===== src/rtl/mem_ctrl_pkg.sv =====
// Shared types and constants for the single-port RAM bus sequencer.
// Holds the FSM state encoding, the phase counter width and the legal phase-length range.
package mem_ctrl_pkg;

  localparam int CNT_WIDTH = 4;
  localparam int PHASE_MIN = 1;
  localparam int PHASE_MAX = 15;

  typedef enum logic [2:0] {
    ST_IDLE,
    ST_WRITE,
    ST_TURN,
    ST_READ,
    ST_RESP
  } state_t;

  // A phase of N cycles counts down from N-1 to 0.
  function automatic logic [CNT_WIDTH-1:0] phase_load(input int cycles);
    return CNT_WIDTH'(cycles - 1);
  endfunction

endpackage


===== src/rtl/mem_controller_phase_counter.sv =====
// Loadable down-counter that times the WRITE and READ bus phases.
// It saturates at zero and flags zero combinationally.
module phase_counter
  import mem_ctrl_pkg::*;
(
  input  logic                 clk,
  input  logic                 rst_n,
  input  logic                 i_load,
  input  logic [CNT_WIDTH-1:0] i_load_value,
  input  logic                 i_dec,
  output logic                 o_zero
);

  logic [CNT_WIDTH-1:0] r_count;

  // NOTE: sequential state uses non-blocking assignments so every flop samples pre-edge values.
  always_ff @(posedge clk or negedge rst_n) begin
    if (!rst_n) begin
      r_count <= '0;
    end else if (i_load) begin
      r_count <= i_load_value;
    end else if (i_dec && (r_count != '0)) begin
      r_count <= r_count - CNT_WIDTH'(1);
    end
  end

  assign o_zero = (r_count == '0);

endmodule


===== src/rtl/mem_controller.sv =====
// Valid/ready request sequencer driving a single-port RAM with fixed WE/OE phase timing.
// All RAM-side outputs are registered; read data returns on a valid/ready response channel.
module mem_controller
  import mem_ctrl_pkg::*;
#(
  parameter int DATA_WIDTH   = 8,
  parameter int ADDR_WIDTH   = 8,
  parameter int READ_LATENCY = 2,
  parameter int WRITE_CYCLES = 2
) (
  input  logic                  clk,
  input  logic                  rst_n,
  input  logic                  req_valid,
  output logic                  req_ready,
  input  logic                  req_we,
  input  logic [ADDR_WIDTH-1:0] req_addr,
  input  logic [DATA_WIDTH-1:0] req_wdata,
  output logic                  rsp_valid,
  input  logic                  rsp_ready,
  output logic [DATA_WIDTH-1:0] rsp_rdata,
  output logic                  mem_we,
  output logic                  mem_oe,
  output logic [ADDR_WIDTH-1:0] mem_addr,
  output logic [DATA_WIDTH-1:0] mem_data_out,
  output logic                  mem_data_oe,
  input  logic [DATA_WIDTH-1:0] mem_data_in
);

  if (READ_LATENCY < PHASE_MIN || READ_LATENCY > PHASE_MAX) begin : g_bad_read_latency
    $error("mem_controller: READ_LATENCY outside 1..15");
  end
  if (WRITE_CYCLES < PHASE_MIN || WRITE_CYCLES > PHASE_MAX) begin : g_bad_write_cycles
    $error("mem_controller: WRITE_CYCLES outside 1..15");
  end

  state_t                r_state;
  state_t                w_next_state;
  logic                  w_accept;
  logic                  w_cnt_load;
  logic                  w_cnt_dec;
  logic                  w_cnt_zero;
  logic [CNT_WIDTH-1:0]  w_cnt_load_value;

  assign req_ready = (r_state == ST_IDLE) && rst_n;
  assign w_accept  = req_valid && req_ready;

  phase_counter u_phase_counter (
    .clk          (clk),
    .rst_n        (rst_n),
    .i_load       (w_cnt_load),
    .i_load_value (w_cnt_load_value),
    .i_dec        (w_cnt_dec),
    .o_zero       (w_cnt_zero)
  );

  // NOTE: every always_comb output gets a default first so no path can infer a latch.
  always_comb begin
    w_next_state     = r_state;
    w_cnt_load       = 1'b0;
    w_cnt_dec        = 1'b0;
    w_cnt_load_value = '0;
    unique case (r_state)
      ST_IDLE: begin
        if (w_accept) begin
          w_cnt_load = 1'b1;
          if (req_we) begin
            w_next_state     = ST_WRITE;
            w_cnt_load_value = phase_load(WRITE_CYCLES);
          end else begin
            w_next_state     = ST_READ;
            w_cnt_load_value = phase_load(READ_LATENCY);
          end
        end
      end
      ST_WRITE: begin
        if (w_cnt_zero) w_next_state = ST_TURN;
        else            w_cnt_dec    = 1'b1;
      end
      ST_TURN: w_next_state = ST_IDLE;
      ST_READ: begin
        if (w_cnt_zero) w_next_state = ST_RESP;
        else            w_cnt_dec    = 1'b1;
      end
      ST_RESP: begin
        if (rsp_ready) w_next_state = ST_IDLE;
      end
      default: w_next_state = ST_IDLE;
    endcase
  end

  // Strobes are decoded from the next state so they are registered yet aligned with the state.
  always_ff @(posedge clk or negedge rst_n) begin
    if (!rst_n) begin
      r_state      <= ST_IDLE;
      mem_we       <= 1'b0;
      mem_oe       <= 1'b0;
      mem_data_oe  <= 1'b0;
      rsp_valid    <= 1'b0;
      mem_addr     <= '0;
      mem_data_out <= '0;
      rsp_rdata    <= '0;
    end else begin
      r_state     <= w_next_state;
      mem_we      <= (w_next_state == ST_WRITE);
      mem_data_oe <= (w_next_state == ST_WRITE);
      mem_oe      <= (w_next_state == ST_READ);
      rsp_valid   <= (w_next_state == ST_RESP);
      if (w_accept) begin
        mem_addr <= req_addr;
        if (req_we) mem_data_out <= req_wdata;
      end
      if ((r_state == ST_READ) && w_cnt_zero) rsp_rdata <= mem_data_in;
    end
  end

endmodule


===== config.mk =====
export PLATFORM = sky130hd
export DESIGN_NAME = mem_controller
export DESIGN_NICKNAME = d
export VERILOG_FILES = /design/src/rtl/mem_ctrl_pkg.sv /design/src/rtl/mem_controller_phase_counter.sv /design/src/rtl/mem_controller.sv
export SDC_FILE = /design/constraint.sdc
export NUM_CORES = 1
export LEC_CHECK = 0
export BUFFER_PORTS_ARGS = -buffer_cell sky130_fd_sc_hd__buf_4
export CAP_MARGIN = 20
export CORE_UTILIZATION = 42
export CTS_CLUSTER_SIZE = 30
export DETAILED_ROUTE_END_ITERATION = 10
export PLACE_DENSITY = 0.85
export SLEW_MARGIN = 20
export SYNTH_ARGS = -nofsm -noshare
export SYNTH_HDL_FRONTEND = slang
export SYNTH_SLANG_ARGS = --single-unit

===== constraint.sdc =====
create_clock -name clk -period 1.7 [get_ports clk]
set_input_delay 0.255 -clock clk [delete_from_list [all_inputs] [get_ports clk]]
set_output_delay 0.255 -clock clk [all_outputs]
set_load 0.01 [all_outputs]

==> results.json <==
{
  "status": "finished clean",
  "drc": 0,
  "antenna_found_initial": 0,
  "die_h_um": 60.3,
  "hold_depth": 2,
  "maxCapViolCount": 0,
  "num_vias": 1012,
  "nets": 193,
  "worstMarginPinSlew_ns": 0.354,
  "clock-root-buffer": "clkbuf_4",
  "syn_nets": 126,
  "drive_above_1_share_pct": 61.3,
  "rows": 20,
  "synth_seq_cells": 34,
  "clk_pin_slew_ns": 0.10,
  "yosys_warnings": 0,
  "diodes": 0,
  "worstReg2RegEnd": "u_phase_counter.r_count[3]",
  "rr_worst_depth": 6,
  "fp.dieArea_mm2": 0.00364,
  "crit_path_cell_trace": "inv_1 > ha_1 > nor3b_4 > buf_4 > or4_4 > a21oi_2",
  "fin_crit_ns": 1.68,
  "synth_cell_type_count": 25,
  "cp_max_fo": 8,
  "coreArea_mm2": 0.00313,
  "drtIter0Drc": 31,
  "finalClockSkew_ns": 0.0101,
  "slew_viol_final": 0,
  "gp_congestion": 0.813,
  "worst-path-buf-inv": 2,
  "irDropWorstVdd_uv": 887,
  "final-seq-area_um2": 851,
  "synth_area_mm2": 0.00143,
  "ioPinCount": 58,
  "initial_core_util_pct": 45.6,
  "ys_seq_area_share_pct": 59.6,
  "grt_usage_pct": 18.1,
  "hold_start": "req_we",
  "min_to": "mem_oe",
  "hpwl_um": 2310,
  "syn_inst": 96,
  "clock_path_buffers": 2,
  "crit_path_top_delay_cell": "or4_4",
  "cts_tree": "yes",
  "drtAntennaViolNets": 0,
  "io_buffers": 57,
  "finalSetupTns_ns": 0,
  "die_x_um": 60.3,
  "min_period_over_period_pct": 98.8,
  "path_delay_family": "simple AND/OR/NAND/NOR gates",
  "grt_pass1_wl_um": 4670,
  "relSlewSlack_pct": 76.4,
  "area_growth_syn_to_layout_pct": 39.3,
  "arrival_ns": 1.92,
  "hold_path_class": "in -> reg",
  "grt_max_degree": 24,
  "pwr_density_cell_mw_per_mm2": 1710,
  "grt.overflow.total": 0,
  "slowest_delay_ns": 0.52,
  "r2r_slack_ns": 0.02,
  "dr.pass1.iters": 4,
  "postLayoutCoreUtil_pct": 63.6,
  "worstPathRequired_ns": 1.94,
  "clock_latency_ns": 0.32,
  "multiInputGateArea_um2": 539,
  "synth_area_per_cell_um2": 14.9,
  "nFillCells": 261,
  "hold_slack_ns": 0.159,
  "r2r-start": "u_phase_counter.r_count[0]",
  "end_kind": "flop",
  "leakagePower_nw": 0.977,
  "viasPerCell": 4.89,
  "start_kind": "flop",
  "final-setup-viol-count": 0,
  "numCtsBuffers": 5,
  "grt_pass1_vias": 1010,
  "critPathKind": "reg -> reg",
  "power.total_mw": 3.39,
  "cts_max_level": 2,
  "wl_um": 3050,
  "cts.sinks": 34,
  "max_freq_mhz": 595,
  "hold_violations": 0,
  "wl_per_cell_um": 14.7
}
-- stage by stage --
stage | area [um2] | cells | setup WS [ns]
after floorplan | 1430 | 96 | 0.0387
after CTS | 1960 | 205 | 0.00382
after global placement | 1900 | 197 | 0.121
final | 1990 | 207 | 0.0201
after global routing | 1990 | 207 | -0.0197
after detailed placement | 1900 | 197 | 0.0313
-- kinds of logic after synthesis --
| kind of cell | count (synthesis) | synth area share, % |
|---|---|---|
| AND/OR/NAND/NOR | 19 | 11.6 |
| buffers and inverters | 7 | 3.15 |
| adder cells (fa/ha/maj) | 1 | 0.876 |
| AO/OA/AOI/OAI | 10 | 3.68 |
| XOR/XNOR | 1 | 0.614 |
| flip-flops | 34 | 59.6 |
| multiplexers | 24 | 20.5 |
-- layout by cell type, fill, tap and decap left out, types with 2 or more instances in the layout --
cell type,n
a21oi_1,2
buf_4,60
buf_6,2
clkbuf_1,2
clkbuf_4,5
dfrtp_1,34
inv_1,4
mux2_2,18
mux2_4,6
o21ai_0,5
o22ai_1,2
or2_2,3
or3_1,3
-- metal layers --
metal | wire, um | up-vias | share of wire, % | global-route usage, %
met3 | 148 | 7 | 4.8 | 2.60
met5 | 0 | - | 0 | 0
li1 | - | 472 | - | -
met1 | 1130 | 498 | 37 | 20.7
met4 | 65 | 0 | 2.1 | 9.97
met2 | 1710 | 35 | 56 | 32.3
-- worst max path at each step --
stage	from	to	slack, ns	cells past startpoint
floorplan	u_phase_counter.r_count[0]	rsp_rdata[0]	0.04	6
global placement	r_state[1]	mem_addr[2]	0.12	3
detailed placement	u_phase_counter.r_count[0]	u_phase_counter.r_count[3]	0.03	6
CTS	u_phase_counter.r_count[0]	u_phase_counter.r_count[3]	0.004	6
global route	u_phase_counter.r_count[0]	u_phase_counter.r_count[3]	-0.02	6
finish	u_phase_counter.r_count[0]	u_phase_counter.r_count[3]	0.02	6
-- cell usage after synthesis --
cell type	count	area (um2)
or3_1	3	18.8
o21ai_0	5	25.0
nor4b_1	1	8.76
ha_1	1	12.5
nand3_2	1	10.0
inv_1	4	15.0
nand2_1	1	3.75
and2_1	1	6.26
dfrtp_1	34	851
nand4_4	1	21.3
xnor2_1	1	8.76
mux2_2	18	203
and3_1	1	6.26
nand2b_1	1	6.26
and4b_1	1	10.0
buf_6	2	22.5
buf_4	1	7.51
o22ai_1	2	12.5
or4_1	2	15.0
nor3b_4	1	18.8
or2_2	3	18.8
nand3_1	1	5.00
nor3_4	1	16.3
mux2_4	6	90.1
a21oi_1	3	15.0
-- power breakdown --
| group | leakage [nW] | internal (mW) | switching, mW | total [mW] |
|---|---|---|---|---|
| combinational | 0.538 | 0.930 | 0.647 | 1.58 |
| clock | 0.0254 | 0.156 | 0.240 | 0.396 |
| sequential | 0.414 | 1.18 | 0.238 | 1.42 |
| total | 0.977 | 2.26 | 1.13 | 3.39 |
-- registers in the layout, indices dropped and copies added (netlist names) --
register / flops
mem_addr: 8
mem_oe: 1
r_state: 3
u_phase_counter.r_count: 4
mem_data_out: 8
rsp_rdata: 8
mem_data_oe: 1
rsp_valid: 1
-- what timing repair did --
action                                  in CTS  in global routing
gates resized for setup                      0                  4
hold buffers                                 1                  0
endpoints found under the setup margin       0                 18
hold endpoints to repair                    18                  0
buffers inserted                             0                  2
-- cell type report --
class | count | share of cell area, %
sequential | 34 | 42.8
multi-input combinational | 55 | 27.1
timing repair buffer | 63 | 24.3
tap | 44 | 2.77
clock buffer | 7 | 2.27
inverter | 4 | 0.755
No activity file was read; power rests on OpenSTA's default activity.
